$ cat src/rtl/led_mmio_ctrl_if.sv
// CPU data-bus port of the LED peripheral: store/load strobes, address, data and read response.
// The master side is the core; the slave side is led_mmio_ctrl.
interface led_mmio_ctrl_if;
  logic        i_we;
  logic        i_re;
  logic [31:0] i_addr;
  logic [31:0] i_wdata;
  logic [3:0]  i_wstrb;
  logic [31:0] o_rdata;
  logic        o_rvalid;

  modport master (
    output i_we, i_re, i_addr, i_wdata, i_wstrb,
    input  o_rdata, o_rvalid
  );

  modport slave (
    input  i_we, i_re, i_addr, i_wdata, i_wstrb,
    output o_rdata, o_rvalid
  );
endinterface

$ cat src/rtl/led_mmio_ctrl.sv
// Memory-mapped LED peripheral: static LED data, per-LED hardware blink and register read-back.
// Optional PWM dimming register at offset 0x10 is built only when LED_PWM_EN is defined.
module led_mmio_ctrl #(
  parameter logic [31:0] BASE_ADDR  = 32'h0000_0100,
  parameter int          NUM_LED    = 6,
  parameter bit          ACTIVE_LOW = 1'b1
) (
  input  logic               clk,
  input  logic               reset,
  led_mmio_ctrl_if.slave     i_bus,
  output logic [NUM_LED-1:0] o_led
);

`ifdef LED_PWM_EN
  localparam int WIN_WORDS = 5;
`else
  localparam int WIN_WORDS = 4;
`endif
  localparam logic [NUM_LED-1:0] LED_OFF = {NUM_LED{ACTIVE_LOW}};

  logic [NUM_LED-1:0] r_ledData;
  logic [NUM_LED-1:0] r_blinkMask;
  logic [23:0]        r_blinkDiv;
  logic [23:0]        r_cnt;
  logic               r_phase;
  logic [NUM_LED-1:0] r_led;
  logic [31:0]        r_rdata;
  logic               r_rvalid;

  logic [31:0]        w_off;
  logic               w_hit;
  logic [2:0]         w_idx;
  logic               w_wrEn;
  logic               w_divWr;
  logic [31:0]        w_byteMask;
  logic [NUM_LED-1:0] w_ledNew;
  logic [NUM_LED-1:0] w_maskNew;
  logic [23:0]        w_divNew;
  logic [31:0]        w_rdMux;
  logic [NUM_LED-1:0] w_lit;
  logic               w_unused;

  // Word offset from the window base; addresses below BASE wrap high and miss the window.
  assign w_off  = {i_bus.i_addr[31:2], 2'b00} - BASE_ADDR;
  assign w_hit  = (w_off[31:2] < 30'(WIN_WORDS));
  assign w_idx  = w_off[4:2];
  assign w_wrEn = i_bus.i_we & w_hit & (|i_bus.i_wstrb);
  assign w_divWr = w_wrEn & (w_idx == 3'd2);

  assign w_byteMask = {{8{i_bus.i_wstrb[3]}}, {8{i_bus.i_wstrb[2]}},
                       {8{i_bus.i_wstrb[1]}}, {8{i_bus.i_wstrb[0]}}};
  assign w_ledNew  = (r_ledData & ~w_byteMask[NUM_LED-1:0]) |
                     (i_bus.i_wdata[NUM_LED-1:0] & w_byteMask[NUM_LED-1:0]);
  assign w_maskNew = (r_blinkMask & ~w_byteMask[NUM_LED-1:0]) |
                     (i_bus.i_wdata[NUM_LED-1:0] & w_byteMask[NUM_LED-1:0]);
  assign w_divNew  = (r_blinkDiv & ~w_byteMask[23:0]) | (i_bus.i_wdata[23:0] & w_byteMask[23:0]);

  assign w_unused = ^{i_bus.i_addr[1:0], w_off[1:0], w_byteMask[31:24], i_bus.i_wdata[31:24]};

`ifdef LED_PWM_EN
  logic [7:0] r_pwmDuty;
  logic [7:0] r_pwmCnt;
  logic [7:0] w_dutyNew;
  logic       w_pwmOn;

  assign w_dutyNew = (r_pwmDuty & ~w_byteMask[7:0]) | (i_bus.i_wdata[7:0] & w_byteMask[7:0]);
  assign w_pwmOn   = (r_pwmDuty == 8'hFF) | (r_pwmCnt < r_pwmDuty);

  always_ff @(posedge clk or negedge reset) begin
    if (!reset) begin
      r_pwmDuty <= 8'hFF;
      r_pwmCnt  <= 8'd0;
    end else begin
      r_pwmCnt <= r_pwmCnt + 8'd1;
      if (w_wrEn && (w_idx == 3'd4)) r_pwmDuty <= w_dutyNew;
    end
  end

  assign w_lit = r_ledData & ~(r_blinkMask & {NUM_LED{r_phase}}) & {NUM_LED{w_pwmOn}};
`else
  assign w_lit = r_ledData & ~(r_blinkMask & {NUM_LED{r_phase}});
`endif

  always_ff @(posedge clk or negedge reset) begin
    if (!reset) begin
      r_ledData   <= '0;
      r_blinkMask <= '0;
      r_blinkDiv  <= '0;
    end else if (w_wrEn) begin
      if (w_idx == 3'd0) r_ledData   <= w_ledNew;
      if (w_idx == 3'd1) r_blinkMask <= w_maskNew;
      if (w_idx == 3'd2) r_blinkDiv  <= w_divNew;
    end
  end

  // A divider write restarts the half-period from zero so the new rate starts cleanly.
  always_ff @(posedge clk or negedge reset) begin
    if (!reset) begin
      r_cnt   <= '0;
      r_phase <= 1'b0;
    end else if (w_divWr || (r_blinkDiv == 24'd0)) begin
      r_cnt   <= '0;
      r_phase <= 1'b0;
    end else if (r_cnt == r_blinkDiv) begin
      r_cnt   <= '0;
      r_phase <= ~r_phase;
    end else begin
      r_cnt <= r_cnt + 24'd1;
    end
  end

  always_comb begin
    w_rdMux = '0;
    if (w_hit) begin
      case (w_idx)
        3'd0: w_rdMux[NUM_LED-1:0] = r_ledData;
        3'd1: w_rdMux[NUM_LED-1:0] = r_blinkMask;
        3'd2: w_rdMux[23:0]        = r_blinkDiv;
        3'd3: w_rdMux[0]           = r_phase;
`ifdef LED_PWM_EN
        3'd4: w_rdMux[7:0]         = r_pwmDuty;
`endif
        default: w_rdMux = '0;
      endcase
    end
  end

  // Read data is captured from pre-edge register values, so a same-cycle store reads old.
  always_ff @(posedge clk or negedge reset) begin
    if (!reset) begin
      r_rdata  <= '0;
      r_rvalid <= 1'b0;
      r_led    <= LED_OFF;
    end else begin
      r_rvalid <= i_bus.i_re;
      if (i_bus.i_re) r_rdata <= w_rdMux;
      r_led <= ACTIVE_LOW ? ~w_lit : w_lit;
    end
  end

  assign i_bus.o_rdata  = r_rdata;
  assign i_bus.o_rvalid = r_rvalid;
  assign o_led          = r_led;

endmodule

$ cat src/flat_wrapper.sv
// flat-port wrapper written by rule: the top's interface ports become plain ports
module led_mmio_ctrl_flat 
#(
  parameter logic [31:0] BASE_ADDR  = 32'h0000_0100,
  parameter int          NUM_LED    = 6,
  parameter bit          ACTIVE_LOW = 1'b1
)
  (clk, reset, o_led, i_bus_i_we, i_bus_i_re, i_bus_i_addr, i_bus_i_wdata, i_bus_i_wstrb, i_bus_o_rdata, i_bus_o_rvalid);
  led_mmio_ctrl_if i_bus_i ();
  input  logic clk;
  input  logic reset;
  output logic [NUM_LED-1:0] o_led;
  input wire logic [$bits(i_bus_i.i_we)-1:0] i_bus_i_we;
  input wire logic [$bits(i_bus_i.i_re)-1:0] i_bus_i_re;
  input wire logic [$bits(i_bus_i.i_addr)-1:0] i_bus_i_addr;
  input wire logic [$bits(i_bus_i.i_wdata)-1:0] i_bus_i_wdata;
  input wire logic [$bits(i_bus_i.i_wstrb)-1:0] i_bus_i_wstrb;
  output wire logic [$bits(i_bus_i.o_rdata)-1:0] i_bus_o_rdata;
  output wire logic [$bits(i_bus_i.o_rvalid)-1:0] i_bus_o_rvalid;
  assign i_bus_i.i_we = i_bus_i_we;
  assign i_bus_i.i_re = i_bus_i_re;
  assign i_bus_i.i_addr = i_bus_i_addr;
  assign i_bus_i.i_wdata = i_bus_i_wdata;
  assign i_bus_i.i_wstrb = i_bus_i_wstrb;
  assign i_bus_o_rdata = i_bus_i.o_rdata;
  assign i_bus_o_rvalid = i_bus_i.o_rvalid;
  led_mmio_ctrl #(.BASE_ADDR(BASE_ADDR), .NUM_LED(NUM_LED), .ACTIVE_LOW(ACTIVE_LOW)) u_core (.clk(clk), .reset(reset), .i_bus(i_bus_i), .o_led(o_led));
endmodule
$ cat config.mk
export PLATFORM = sky130hd
export DESIGN_NAME = led_mmio_ctrl_flat
export DESIGN_NICKNAME = d
export VERILOG_FILES = /design/src/rtl/led_mmio_ctrl_if.sv /design/src/rtl/led_mmio_ctrl.sv /design/src/flat_wrapper.sv
export SDC_FILE = /design/constraint.sdc
export NUM_CORES = 1
export LEC_CHECK = 0
export ABC_AREA = 1
export ABC_CLOCK_PERIOD_IN_PS = 3390
export BUFFER_PORTS_ARGS = -buffer_cell sky130_fd_sc_hd__buf_4
export CAP_MARGIN = 30
export CORE_ASPECT_RATIO = 1.5
export CORE_MARGIN = 2
export CORE_UTILIZATION = 30
export DETAILED_ROUTE_END_ITERATION = 8
export PLACE_DENSITY = 0.53
export SLEW_MARGIN = 20
export SYNTH_ARGS = -nofsm -noshare
export SYNTH_HDL_FRONTEND = slang
export SYNTH_SLANG_ARGS = --single-unit
$ cat constraint.sdc
create_clock -name clk -period 3.39 [get_ports clk]
set_input_delay 0.1695 -clock clk [delete_from_list [all_inputs] [get_ports clk]]
set_output_delay 0.1695 -clock clk [all_outputs]
set_load 0.01 [all_outputs]
## Word-level counts from Yosys, hierarchy flattened

Cells that the tools add are included.

- Word-level logic and storage cells: 49
- Output and inout port bits: 39
- Input bits: 72
- Bits in registers: 100

- Reduce and logical (&&, ||, !) cells: 8
- Eq/ne operators: 4
- Add/subtract/negate cells: 2
- Bitwise logic cells: 18
- Multiplexer cells: 8
- Order comparisons: 1

Operator list:

| cell | number |
|---|---|
| two-way mux 24 bit | 3 |
| AND 24 bit | 2 |
| subtractor 32 x 9 -> 32 bit, second input constant | 1 |
| AND 6 bit | 5 |
| less-than comparator 30 x 3 -> 1 bit, second input constant | 1 |
| adder 24 x 1 -> 24 bit, second input constant | 1 |
| == test 24 bit | 1 |
| logical NOT 24 bit | 1 |
| inverter 24 bit | 1 |
| bitwise OR 24 bit | 1 |
| two-way mux 18 bit | 1 |
| inverter 6 bit | 3 |
| one-hot mux 5 bit (3 select lines) | 1 |
| bitwise OR 6 bit | 2 |
| == test 3 x 2 -> 1 bit, second input constant | 2 |
| AND reduction 2 bit | 3 |
| one-hot mux 1 bit (4 select lines) | 1 |
| OR reduction 4 bit | 1 |
| AND 1 bit | 3 |
| == test 3 x 1 -> 1 bit, second input constant | 1 |
| logical NOT 3 bit | 1 |
| two-way mux 1 bit | 2 |
| nonzero test 2 bit | 1 |
| logical OR 1 bit | 1 |
| inverter 1 bit | 1 |

## Depth between registers and ports, before layout

- Depth in word-level cells: 7
- Depth in mapped cells: 15
- Gate-level depth less buffers: 14

## Worst setup path before layout

OpenSTA, ideal clock, no wires.

- Kind: reg2reg
- Start point: register u_core.r_cnt[4]
- End point: register u_core.r_cnt[21]
- Data arrival time: 1,672 ps
- Setup slack: 1,597 ps
- Path buffers: 0
- Clock period less this slack: 1,793 ps
- Library setup time: 121 ps
- Stages on the path, launching flop included: 10
- Data required time: 3,269 ps
- Cells stage by stage: dfrtp_1 -> inv_1 -> nor4_1 -> nand2_1 -> nor3_1 -> nand2_1 -> o21ai_0 -> inv_1 -> o21ai_0 -> nor2_1

- Word-level cells in the longest chain between the ends: 3
- Elaborated cells between the ends (all ways): 4
- Those cells by class: add/sub (1); eq/ne (1); mux (2)

RTL lines:

| item | RTL line | text |
|---|---|---|
| start: declaration | led_mmio_ctrl.sv:24 | `logic [23:0] r_cnt;` |
| start signal: assignment | led_mmio_ctrl.sv:108 | `r_cnt <= r_cnt + 24'd1;` |
| adder 24 x 1 -> 24 bit or == test 24 bit (tied branches) | led_mmio_ctrl.sv:108, led_mmio_ctrl.sv:104 |  |
| two-way mux 24 bit (*) | led_mmio_ctrl.sv:104 | `end else if (r_cnt == r_blinkDiv) begin` |
| two-way mux 24 bit (*) | led_mmio_ctrl.sv:101 | `end else if (w_divWr \|\| (r_blinkDiv == 24'd0)) begin` |

Every way passes the cells marked *; elsewhere a longest branch is shown, timed or not.
A chain may end at the register's enable or synchronous reset.

## Worst setup path in the final report

- Start point: register u_core.r_cnt[2]
- End point: register u_core.r_cnt[21]

Same word-level chain as after synthesis.

==> impl_results.md <==
- Tot GR Track Use: 0.165
- Distinct cells, synth: 32
- Layout cell share with drive strength beyond 1: 0.176
- Final wirelength: 15.1 mm
- Pwr/cell area: 350 nW/um2
- Most frequent cells in the layout: nand2_1 (233), buf_4 (100), dfrtp_1 (86)
- Post-Synthesis Cells: 725
- Crit. End Element: flip-flop
- Kind of critical path: flip-flop to flip-flop
- Pre-CTS WS: 0.982 ns
- Vias post-DR: 4986
- Power consumption: 2.25 mW
- WP data required: 3.61 ns
- Number of H-tree levels: 3
- DRC violations left: 0
- PortBufs: 92
- Via-to-Cell Ratio: 4.85
- Synthesized area: 5280 um2
- DP HPWL: 11.7 mm
- Routability Congestion: 0.863
- Die ar.: 18700 um2
- First-pass GRT wire length: 25.0 mm
- Largest fanout on the critical path: 5
- R2r setup slk: 1.14 ns
- Worst-path cell chain: inv_1 > nor3_1 > nand2_1 > nor3_1 > nand2_1 > o21ai_0 > inv_1 > o21ai_0 > nor2_1
- Post-cts resize count: 0
- Clock Latency Late Sink: 0.34 ns
- Post-route cell area: 6430 um2
- Area Growth Syn to Fin: 21.9%
- DR WL/cell: 14.6 um
- Startpoint Class: flip-flop
- Diodes inserted: 0
- Slew Limit Fails: 0
- MaxCap Viol Count: 0
- Clk_skew: 0.0113 ns
- Minimum clock period: 2.25 ns
- Die width: 112 um
- Most common cell after layout, fill and taps aside: nand2_1
- Number of buffers created by CTS: 9
- Placed cell area: 6140 um2
- DR iter-0 viols: 296
- IO Pins: 111
- Syn. warnings: 0
- Post-route ant nets: 0
- Worst Tran Pin Value: 0.865 ns
- NumNets Final: 884
- Setup WS post-layout: 1.14 ns
- CP max-delay cell: nor3_1
- CTS Buffer Depth: 2
- Placed insts: 1012
- DRT Pass-1 Iters: 5
- Rel. slew slack: 0.424
- Core Footprint: 17300 um2
- Final std cells w/o fill: 1029
- Status: complete, no violations
- Setup repair bufs after CTS: 0
- FF+latch count, synth: 92
- Critical Path Max Stage Delay: 0.45 ns
- FMAX: 444 MHz
- CTS tree: built
- HP Class: input pin to flip-flop
- Crit path arrival time: 2.47 ns
- Antenna violations before repair: 0
- Final period util: 0.665
- Setup tns final: 0 ns
- Final hold violation count: 0
- Final setup fails: 0
- Number of global-route vias before repair: 5014
- Pin count of the biggest net entering global routing: 67
- RSZ-0062 raised after global routing: false
- Die height: 166 um
- Initial Utilization: 0.306
- Grt ovf: 0
- LEAKAGE: 3.07 nW
- Avg Inst Size Synth: 7.28 um2
- Clock transition at path regs: 0.07 ns
- Peak supply drop: 321 uV
- Post-synthesis sequential area ratio: 0.438
- Root Buffer Master: clkbuf_16
- Sink Count: 92
- Rows: 59
[per-stage QoR]
step / hold WS [ns] / utilization
after floorplan: -0.126 / -
after global placement: 0.341 / 0.355
after detailed placement: 0.338 / 0.355
after CTS: 0.0601 / 0.373
after global routing: 0.0728 / 0.373
final: 0.0736 / 0.373
[layer usage]
metal  vias up  track usage  share of wire
met5         -            0              0
met4         0       0.0504          0.022
met3        17       0.0258          0.035
met2       101        0.294           0.52
met1      2337        0.204           0.43
li1       2531            -              -
[where the power goes]
part / internal (mW) / total [mW] / switching, mW / leakage, nW
Sequential: 1.10 / 1.10 / 0.000139 / 1.26
Clock: 0.515 / 0.983 / 0.469 / 0.136
Combinational: 0.0635 / 0.168 / 0.104 / 1.67
[cell type report]
cell class,instances,area (um2)
clock inverter,7,63.8
tap,213,267
timing repair buffer,101,761
sequential,92,2310
clock buffer,9,225
multi-input combinational,544,2570
inverter,63,236
fill,1869,10800
[worst max-delay path, delay by kind of cell (launching register included)]
family	cells	cell delay, ns
simple gates	5	1.27
flops	1	0.38
compound gates	2	0.35
buf+inv	2	0.14
[Yosys cell counts (all sizes together)]
cell     count  area, um2
a21oi        1       5.00
o2111ai      1       8.76
dfstp        6        158
ha           1       12.5
o211ai       5       37.5
or2         11       68.8
nand3       57        285
o22ai        1       6.26
dfrtp       86       2150
o21ai       32        160
buf         16        123
nor2        87        344
clkbuf      17       63.8
nor4        13       81.3
xor2         3       26.3
xnor2       16        140
nand3b       4       30.0
nand4       54        357
o21bai       1       7.51
nand2      235        887
inv         63        236
and3         1       6.26
conb         1       3.75
nor3        11       66.3
and2         2       12.5
[repair_timing]
action                                  in CTS  in global routing
hold buffers                                 1                  0
hold endpoints to repair                    58                  0
endpoints found under the setup margin       0                  0
[path summary, 6_finish.rpt]
path / startpoint / end / cells after the start
setup / recovery: u_core.r_cnt[2]$_DFF_PN0_ / u_core.r_cnt[21]$_DFF_PN0_ / 9
hold / removal: i_bus_i_wdata[17] / flip-flop / 3
setup reg to reg: u_core.r_cnt[2]$_DFF_PN0_ / u_core.r_cnt[21]$_DFF_PN0_ / 9
hold reg to reg: flip-flop / u_core.o_led[4]$_DFF_PN1_ / 1
max in group asynchronous: reset / u_core.r_cnt[20]$_DFF_PN0_ / 3
min in group asynchronous: reset / asynchronous set/reset pin / 2
[logic make-up (layout without fill, tap and decap cells)]
group           Yosys count  after routing  share of synthesized area
buf+inv                  96            180                     0.0801
other cells               1              8                   0.000710
simple gates            475            475                      0.405
fa+ha+maj                 1              1                    0.00237
xor+xnor                 19             19                     0.0315
flops                    92             92                      0.438
compound gates           41             41                     0.0427
Note: power is estimated with default switching activity, not from simulation.
